<file path="src/rtl/rv_lsu.sv">
// rv_lsu: RV64 load/store unit driving a 64-bit doubleword-addressed memory; sub-doubleword stores use read-modify-write.
// Latency: load 2 cycles, SD 1, SB/SH/SW 3, illegal/misaligned 0 (response on the cycle after accept).
// Backpressure: req_ready only in IDLE, one request in flight. Optional define RV_LSU_MISALIGN_CHECK_EN faults misaligned accesses.
module rv_lsu (
    input  logic        clk,
    input  logic        rst,
    input  logic        req_valid,
    output logic        req_ready,
    input  logic        req_we,
    input  logic [2:0]  req_funct3,
    input  logic [63:0] req_addr,
    input  logic [63:0] req_wdata,
    output logic        resp_valid,
    output logic [63:0] resp_rdata,
    output logic        resp_err,
    output logic [31:0] mem_addr,
    output logic        mem_rd_en,
    output logic        mem_wr_en,
    output logic [63:0] mem_wr_data,
    input  logic [63:0] mem_rd_data
);

    typedef enum logic [2:0] {IDLE, RD, RWAIT, WR, RESP} state_t;

    state_t      state;
    logic [2:0]  f3_q;
    logic [2:0]  off_q;
    logic        we_q;
    logic [63:0] wdata_q;

    logic        req_illegal;
    logic        req_misal;
    logic        req_err;
    logic [2:0]  align_mask;
    logic [2:0]  req_off;

    logic        unused_addr_bits;
    assign unused_addr_bits = ^req_addr[63:35];

    assign req_ready = (state == IDLE) && !rst;

    always_comb begin
        align_mask  = 3'b111;
        case (req_funct3[1:0])
            2'b00: align_mask = 3'b111;
            2'b01: align_mask = 3'b110;
            2'b10: align_mask = 3'b100;
            2'b11: align_mask = 3'b000;
            default: align_mask = 3'b111;
        endcase
        req_illegal = req_we ? req_funct3[2] : (req_funct3 == 3'b111);
        req_misal   = |(req_addr[2:0] & ~align_mask);
        // Low bits below the access size are dropped, so offsets are always size-aligned.
        req_off     = req_addr[2:0] & align_mask;
`ifdef RV_LSU_MISALIGN_CHECK_EN
        req_err     = req_illegal || req_misal;
`else
        req_err     = req_illegal;
`endif
    end

    function automatic logic [63:0] load_extend(input logic [63:0] raw,
                                                input logic [2:0]  f3,
                                                input logic [2:0]  off);
        logic [63:0] sh;
        sh = raw >> {off, 3'b000};
        case (f3)
            3'b000:  load_extend = {{56{sh[7]}},  sh[7:0]};
            3'b001:  load_extend = {{48{sh[15]}}, sh[15:0]};
            3'b010:  load_extend = {{32{sh[31]}}, sh[31:0]};
            3'b011:  load_extend = sh;
            3'b100:  load_extend = {56'd0, sh[7:0]};
            3'b101:  load_extend = {48'd0, sh[15:0]};
            3'b110:  load_extend = {32'd0, sh[31:0]};
            default: load_extend = 64'd0;
        endcase
    endfunction

    function automatic logic [63:0] store_merge(input logic [63:0] old,
                                                input logic [63:0] wd,
                                                input logic [2:0]  f3,
                                                input logic [2:0]  off);
        logic [63:0] base;
        logic [63:0] mask;
        case (f3[1:0])
            2'b00:   base = 64'h0000_0000_0000_00ff;
            2'b01:   base = 64'h0000_0000_0000_ffff;
            2'b10:   base = 64'h0000_0000_ffff_ffff;
            default: base = 64'hffff_ffff_ffff_ffff;
        endcase
        mask        = base << {off, 3'b000};
        store_merge = (old & ~mask) | ((wd << {off, 3'b000}) & mask);
    endfunction

    always_ff @(posedge clk) begin
        if (rst) begin
            state       <= IDLE;
            f3_q        <= 3'd0;
            off_q       <= 3'd0;
            we_q        <= 1'b0;
            wdata_q     <= 64'd0;
            resp_valid  <= 1'b0;
            resp_rdata  <= 64'd0;
            resp_err    <= 1'b0;
            mem_addr    <= 32'd0;
            mem_rd_en   <= 1'b0;
            mem_wr_en   <= 1'b0;
            mem_wr_data <= 64'd0;
        end else begin
            resp_valid <= 1'b0;
            resp_err   <= 1'b0;
            resp_rdata <= 64'd0;
            mem_rd_en  <= 1'b0;
            mem_wr_en  <= 1'b0;
            case (state)
                IDLE: begin
                    if (req_valid) begin
                        f3_q     <= req_funct3;
                        off_q    <= req_off;
                        we_q     <= req_we;
                        wdata_q  <= req_wdata;
                        mem_addr <= req_addr[34:3];
                        if (req_err) begin
                            resp_valid <= 1'b1;
                            resp_err   <= 1'b1;
                            state      <= RESP;
                        end else if (req_we && (req_funct3[1:0] == 2'b11)) begin
                            mem_wr_en   <= 1'b1;
                            mem_wr_data <= req_wdata;
                            state       <= WR;
                        end else begin
                            mem_rd_en <= 1'b1;
                            state     <= RD;
                        end
                    end
                end
                RD: state <= RWAIT;
                RWAIT: begin
                    // Memory data is valid here; stores merge and write back, loads respond directly.
                    if (we_q) begin
                        mem_wr_en   <= 1'b1;
                        mem_wr_data <= store_merge(mem_rd_data, wdata_q, f3_q, off_q);
                        state       <= WR;
                    end else begin
                        resp_valid <= 1'b1;
                        resp_rdata <= load_extend(mem_rd_data, f3_q, off_q);
                        state      <= IDLE;
                    end
                end
                WR: begin
                    resp_valid <= 1'b1;
                    state      <= RESP;
                end
                RESP:    state <= IDLE;
                default: state <= IDLE;
            endcase
        end
    end

endmodule
</file>
<file path="config.mk">
export PLATFORM = sky130hd
export DESIGN_NAME = rv_lsu
export DESIGN_NICKNAME = d
export VERILOG_FILES = /design/src/rtl/rv_lsu.sv
export SDC_FILE = /design/constraint.sdc
export NUM_CORES = 1
export LEC_CHECK = 0
export CORE_ASPECT_RATIO = 1.4
export CORE_MARGIN = 3
export CORE_UTILIZATION = 53
export CTS_BUF_LIST = sky130_fd_sc_hd__clkbuf_4
export CTS_CLUSTER_DIAMETER = 40
export DETAILED_ROUTE_END_ITERATION = 10
export MAX_ROUTING_LAYER = met4
export PLACE_DENSITY = 0.95
export SLEW_MARGIN = 20
export SYNTH_ARGS = -nofsm -noshare
export SYNTH_HDL_FRONTEND = slang
export SYNTH_SLANG_ARGS = --single-unit
export TNS_END_PERCENT = 5
</file>
<file path="constraint.sdc">
create_clock -name clk -period 3.5 [get_ports clk]
set_input_delay 0.875 -clock clk [delete_from_list [all_inputs] [get_ports clk]]
set_output_delay 0.875 -clock clk [all_outputs]
set_load 0.005 [all_outputs]
</file>
* After elaboration in Yosys (flattened, before gate mapping) *
Index checks and enable logic that the tools add are counted.

storage, ports and cells
  register bits = 238
  input port bits = 199
  logic and storage cells = 82

operators by class
  equality and inequality tests = 19
  shifts and indexed selects = 3
  multiplexer cells = 27
  bitwise operators = 8
  reductions and logical operators = 13

operators by type and width
  cell                                                                    count
  64-bit 2-to-1 mux                                                       7
  64-bit one-hot mux with 7 select lines                                  1
  64-bit one-hot mux with 3 select lines                                  1
  64-bit bitwise AND                                                      2
  64-bit one-hot mux with 2 select lines                                  1
  64-bit by 6-bit << shifter with 64-bit output                           2
  64-bit inverter                                                         1
  64-bit OR                                                               1
  64-bit by 6-bit right shift with 64-bit output                          1
  3-bit one-hot mux with 4 select lines                                   2
  3-bit by 2-bit equality test with 1-bit output (second input constant)  4
  3-bit equality test (second input constant)                             4
  1-bit 2-to-1 mux                                                        9
  2-bit equality test (second input constant)                             3
  3-bit by 1-bit equality test with 1-bit output (second input constant)  2
  3-bit logical NOT                                                       2
  3-bit 2-to-1 mux                                                        2
  2-bit != test (second input constant)                                   3
  5-bit AND reduction                                                     1
  2-bit by 1-bit equality test with 1-bit output (second input constant)  2
  2-bit logical NOT                                                       2
  2-bit 2-to-1 mux                                                        2
  4-bit OR reduction                                                      1
  3-bit bitwise AND                                                       1
  10 further kinds                                                        13

* Longest topological paths before layout *
  word-level depth = 11
  depth in mapped cells = 10

* Worst setup path before layout *
Ideal clock, no wire load.

  path type = input-to-output
  from = input rst
  to = output req_ready
  arrival time = 1714 ps
  slack = 911 ps
  cell stages on the path = 4
  cells stage by stage = clkbuf_1 -> clkbuf_1 -> buf_1 -> nor4_1

between the ends
  cells in the longest elaborated chain, start to end = 2

ends and longest elaborated chain
  item               line  RTL
  from (decl)        6     input logic rst,
  1-bit logical NOT  40    assign req_ready = (state == IDLE) && !rst;
  1-bit logical AND  40
  to (decl)          8     output logic req_ready,

No other way between the ends.

* Worst setup path in the final report *
  from = register off_q[2]
  to = register mem_wr_data[35]

between the ends
  cells in the longest elaborated chain, start to end = 6

ends and longest elaborated chain
  item                                           line  RTL
  from (decl)                                    27    logic [2:0] off_q;
  from (signal assigned)                         119   off_q <= req_off;
  64-bit by 6-bit << shifter with 64-bit output  91    mask = base << {off, 3'b000};
  64-bit inverter                                92    store_merge = (old & ~mask) | ((wd << {off, 3'b000}) & mask);
  64-bit bitwise AND                             92
  64-bit OR (*)                                  92
  64-bit 2-to-1 mux (*)                          140   if (we_q) begin
  64-bit one-hot mux with 2 select lines (*)     115   case (state)
  to (signal assigned)                           129   mem_wr_data <= req_wdata;
  to (signal assigned)                           142   mem_wr_data <= store_merge(mem_rd_data, wdata_q, f3_q, off_q);
  to (decl)                                      19    output logic [63:0] mem_wr_data,

Every way passes the cells marked *; elsewhere a longest branch is shown, timed or not. The select of a mux whose other input is x is not followed.
A chain may end at the register's enable or synchronous reset.

==> flow_metrics.env <==
export IMPL_clock_latency_ns=0.70
export IMPL_gr_total_overflow=0
export IMPL_syn_area_sq_um=12500
export IMPL_hpwl_microns=37800
export IMPL_routed_wl_microns=50700
export IMPL_drt_wirelength_per_cell_microns=23.6
export IMPL_drive_gt1_share_pct=12.9
export IMPL_root_buffer="clkbuf_4"
export IMPL_p_leak_nw=5.89
export IMPL_numCtsBuffers=56
export IMPL_rows=66
export IMPL_final_core_util_pct=72.0
export IMPL_final_area_sq_um=16800
export IMPL_fmax_ghz=0.316
export IMPL_grt_usage_pct=39.8
export IMPL_gp_congestion=1.03
export IMPL_ys_flop_type="dfxtp_1"
export IMPL_firstDrtPassIters=5
export IMPL_cts_resized=0
export IMPL_p_switching_mw=2.09
export IMPL_slew_violations=0
export IMPL_min_period_ns=3.16
export IMPL_core_sq_um=23300
export IMPL_antenna_found_initial=2
export IMPL_hold_viol_final=0
export IMPL_vias=13300
export IMPL_async_flop_share_pct=0
export IMPL_p_int_mw=4.70
export IMPL_syn_nets=1710
export IMPL_cts_tree="done"
export IMPL_pwr_share_seq_pct=43.9
export IMPL_cap_violations=0
export IMPL_avgSynthCellArea_sq_um=8.30
export IMPL_die_h_microns=188
export IMPL_synth_edf_count=0
export IMPL_drc_errors=0
export IMPL_vias_per_cell=6.21
export IMPL_grt_pass1_wl_microns=76000
export IMPL_dp_cells=2042
export IMPL_min_from="mem_wr_data[5]"
export IMPL_fin_ws_ns=0.339
export IMPL_cts_sinks=238
export IMPL_grt_max_degree=187
export IMPL_die_area_sq_um=25600
export IMPL_htree_levels=2
export IMPL_final_cell_mix="339 x nand2_1, 333 x clkdlybuf4s50_1, 236 x dfxtp_1"
export IMPL_die_x_microns=136
export IMPL_cts_setup_buffers=0
export IMPL_finalSetupTns_ns=0
export IMPL_worstHoldPathType="register to register"
export IMPL_dp_slack_ns=0.0123
export IMPL_synth_seq_area_share_pct=38.0
export IMPL_grt_setup_unrepaired="false"
export IMPL_power_mw=6.79
export IMPL_finish_net_count=1994
export IMPL_cp_max_fo=20
export IMPL_status="complete, no violations"
export IMPL_synthesis_instances=1511
export IMPL_final_common_cell="nand2_1"
export IMPL_path_class="register to register"
export IMPL_yosysWarnings=0
export IMPL_drtIter0Drc=1213
export IMPL_fillers=1793
export IMPL_finClkSkew_ns=0.0277
export IMPL_ant_nets=0
export IMPL_final_cells=2146
export IMPL_placed_area_sq_um=16000
export IMPL_io_buffers=334
export IMPL_synthToLayoutAreaGrowth_pct=33.7
export IMPL_grt_pass1_vias=13000
export IMPL_cp_data_arrival_time_ns=3.74
export IMPL_max_slew_margin_pct=26.7
export IMPL_tightest_slew_ns=1.10
export IMPL_clkTransAtPathRegs_ns=0.07
export IMPL_critical_path_startpoint="off_q[2]"
export IMPL_cp_end_kind="register"
export IMPL_required_ns=4.08
export IMPL_cp_start_kind="register"
export IMPL_ys_types=58
export IMPL_combPwrFrac_pct=21.7
export IMPL_clock_path_buffers=3
export IMPL_clkPwrFrac_pct=34.4
export IMPL_final_setup_viol_count=0
export IMPL_cts_hold_fix_buffers=0
export IMPL_ios=364
export IMPL_power_density_nw_per_um2=405
export IMPL_start_util_pct=53.9
export IMPL_netSwitchingFraction_pct=30.8
export IMPL_ir_drop_v=0.000323
export IMPL_synth_seq_cells=238
export IMPL_hold_ws_ns=0.454
export IMPL_rr_startpoint="off_q[2]"
export IMPL_fin_crit_sh_pct=90.3
[worst max-delay path: stages, from the launching register on]
cell and delay, ns:
dfxtp_1 0.56, clkinv_1 0.67, o2bb2ai_1 0.60, nor2_1 0.56, a21oi_1 0.27, o41ai_1 0.38
[routing by layer]
| metal | up-vias | GRT usage, % | part of all wire [%] |
|---|---|---|---|
| met5 | - | - | 0 |
| met3 | 212 | 6.28 | 7.5 |
| met2 | 836 | 65.8 | 49 |
| met1 | 6271 | 44.5 | 36 |
| li1 | 6005 | - | - |
| met4 | 0 | 24.5 | 7.5 |
[final timing paths]
check,to,slack [ns],depth (start not counted)
worst max-delay path,mem_wr_data[35],0.34,5
worst min-delay path,mem_wr_data[5],0.45,2
worst max register to register,mem_wr_data[35],0.34,5
worst min register to register,mem_wr_data[5],0.45,2
[layout make-up]
class	instances	area, sq um	share of cell area, %
clock buffer	80	601	3.58
sequential	238	4770	28.4
inverter	14	52.6	0.313
multi-input combinational	1115	7160	42.7
clock inverter	21	136	0.813
antenna	2	5.00	0.0298
tap	306	383	2.28
timing repair buffer	370	3660	21.8
[power groups by stage]
stage / Sequential [mW] / Combinational [mW] / Clock [mW]
global route: 2.99 / 1.56 / 2.50
floorplan: 2.97 / 0.796 / 0
finish: 2.98 / 1.47 / 2.34
global placement: 3.03 / 1.40 / 0
detailed placement: 3.04 / 1.42 / 0
CTS: 2.97 / 1.44 / 2.36
[Yosys cell counts (13+ instances only)]
library cell,count,share of area [%]
a211oi_1,29,1.7
a21oi_1,228,9.1
buf_1,14,0.42
buf_2,34,1.4
clkbuf_1,87,2.6
dfxtp_1,238,38
inv_1,13,0.39
mux2_2,51,4.6
mux2i_1,91,7.3
mux4_2,34,6.1
nand2_1,339,10
nand3b_1,13,0.78
nor2_1,85,2.5
o211ai_1,35,2.1
o21ai_0,33,1.3
o31ai_1,14,0.84
o41ai_1,13,0.91
or2_2,15,0.75
[cell families (layout without fill, tap and decap cells)]
family                 count (synthesis)  in the layout  synth area share (%)
AOI/OAI and AO/OA                    438            438                  21.9
other                                  0              2                     0
muxes                                176            176                  17.9
and+or+nand+nor                      501            501                  16.8
DFF                                  238            238                  38.0
buffers and inverters                158            485                  5.33
[sequential cells by signal, summed over array words and instances (netlist names)]
| register | flops |
|---|---|
| mem_rd_en | 1 |
| mem_wr_en | 1 |
| off_q | 3 |
| f3_q | 3 |
| mem_addr | 32 |
| resp_rdata | 64 |
| state | 3 |
| mem_wr_data | 64 |
| we_q | 1 |
| resp_valid | 1 |
| wdata_q | 64 |
| resp_err | 1 |
No activity file was read; power rests on OpenSTA's default activity.
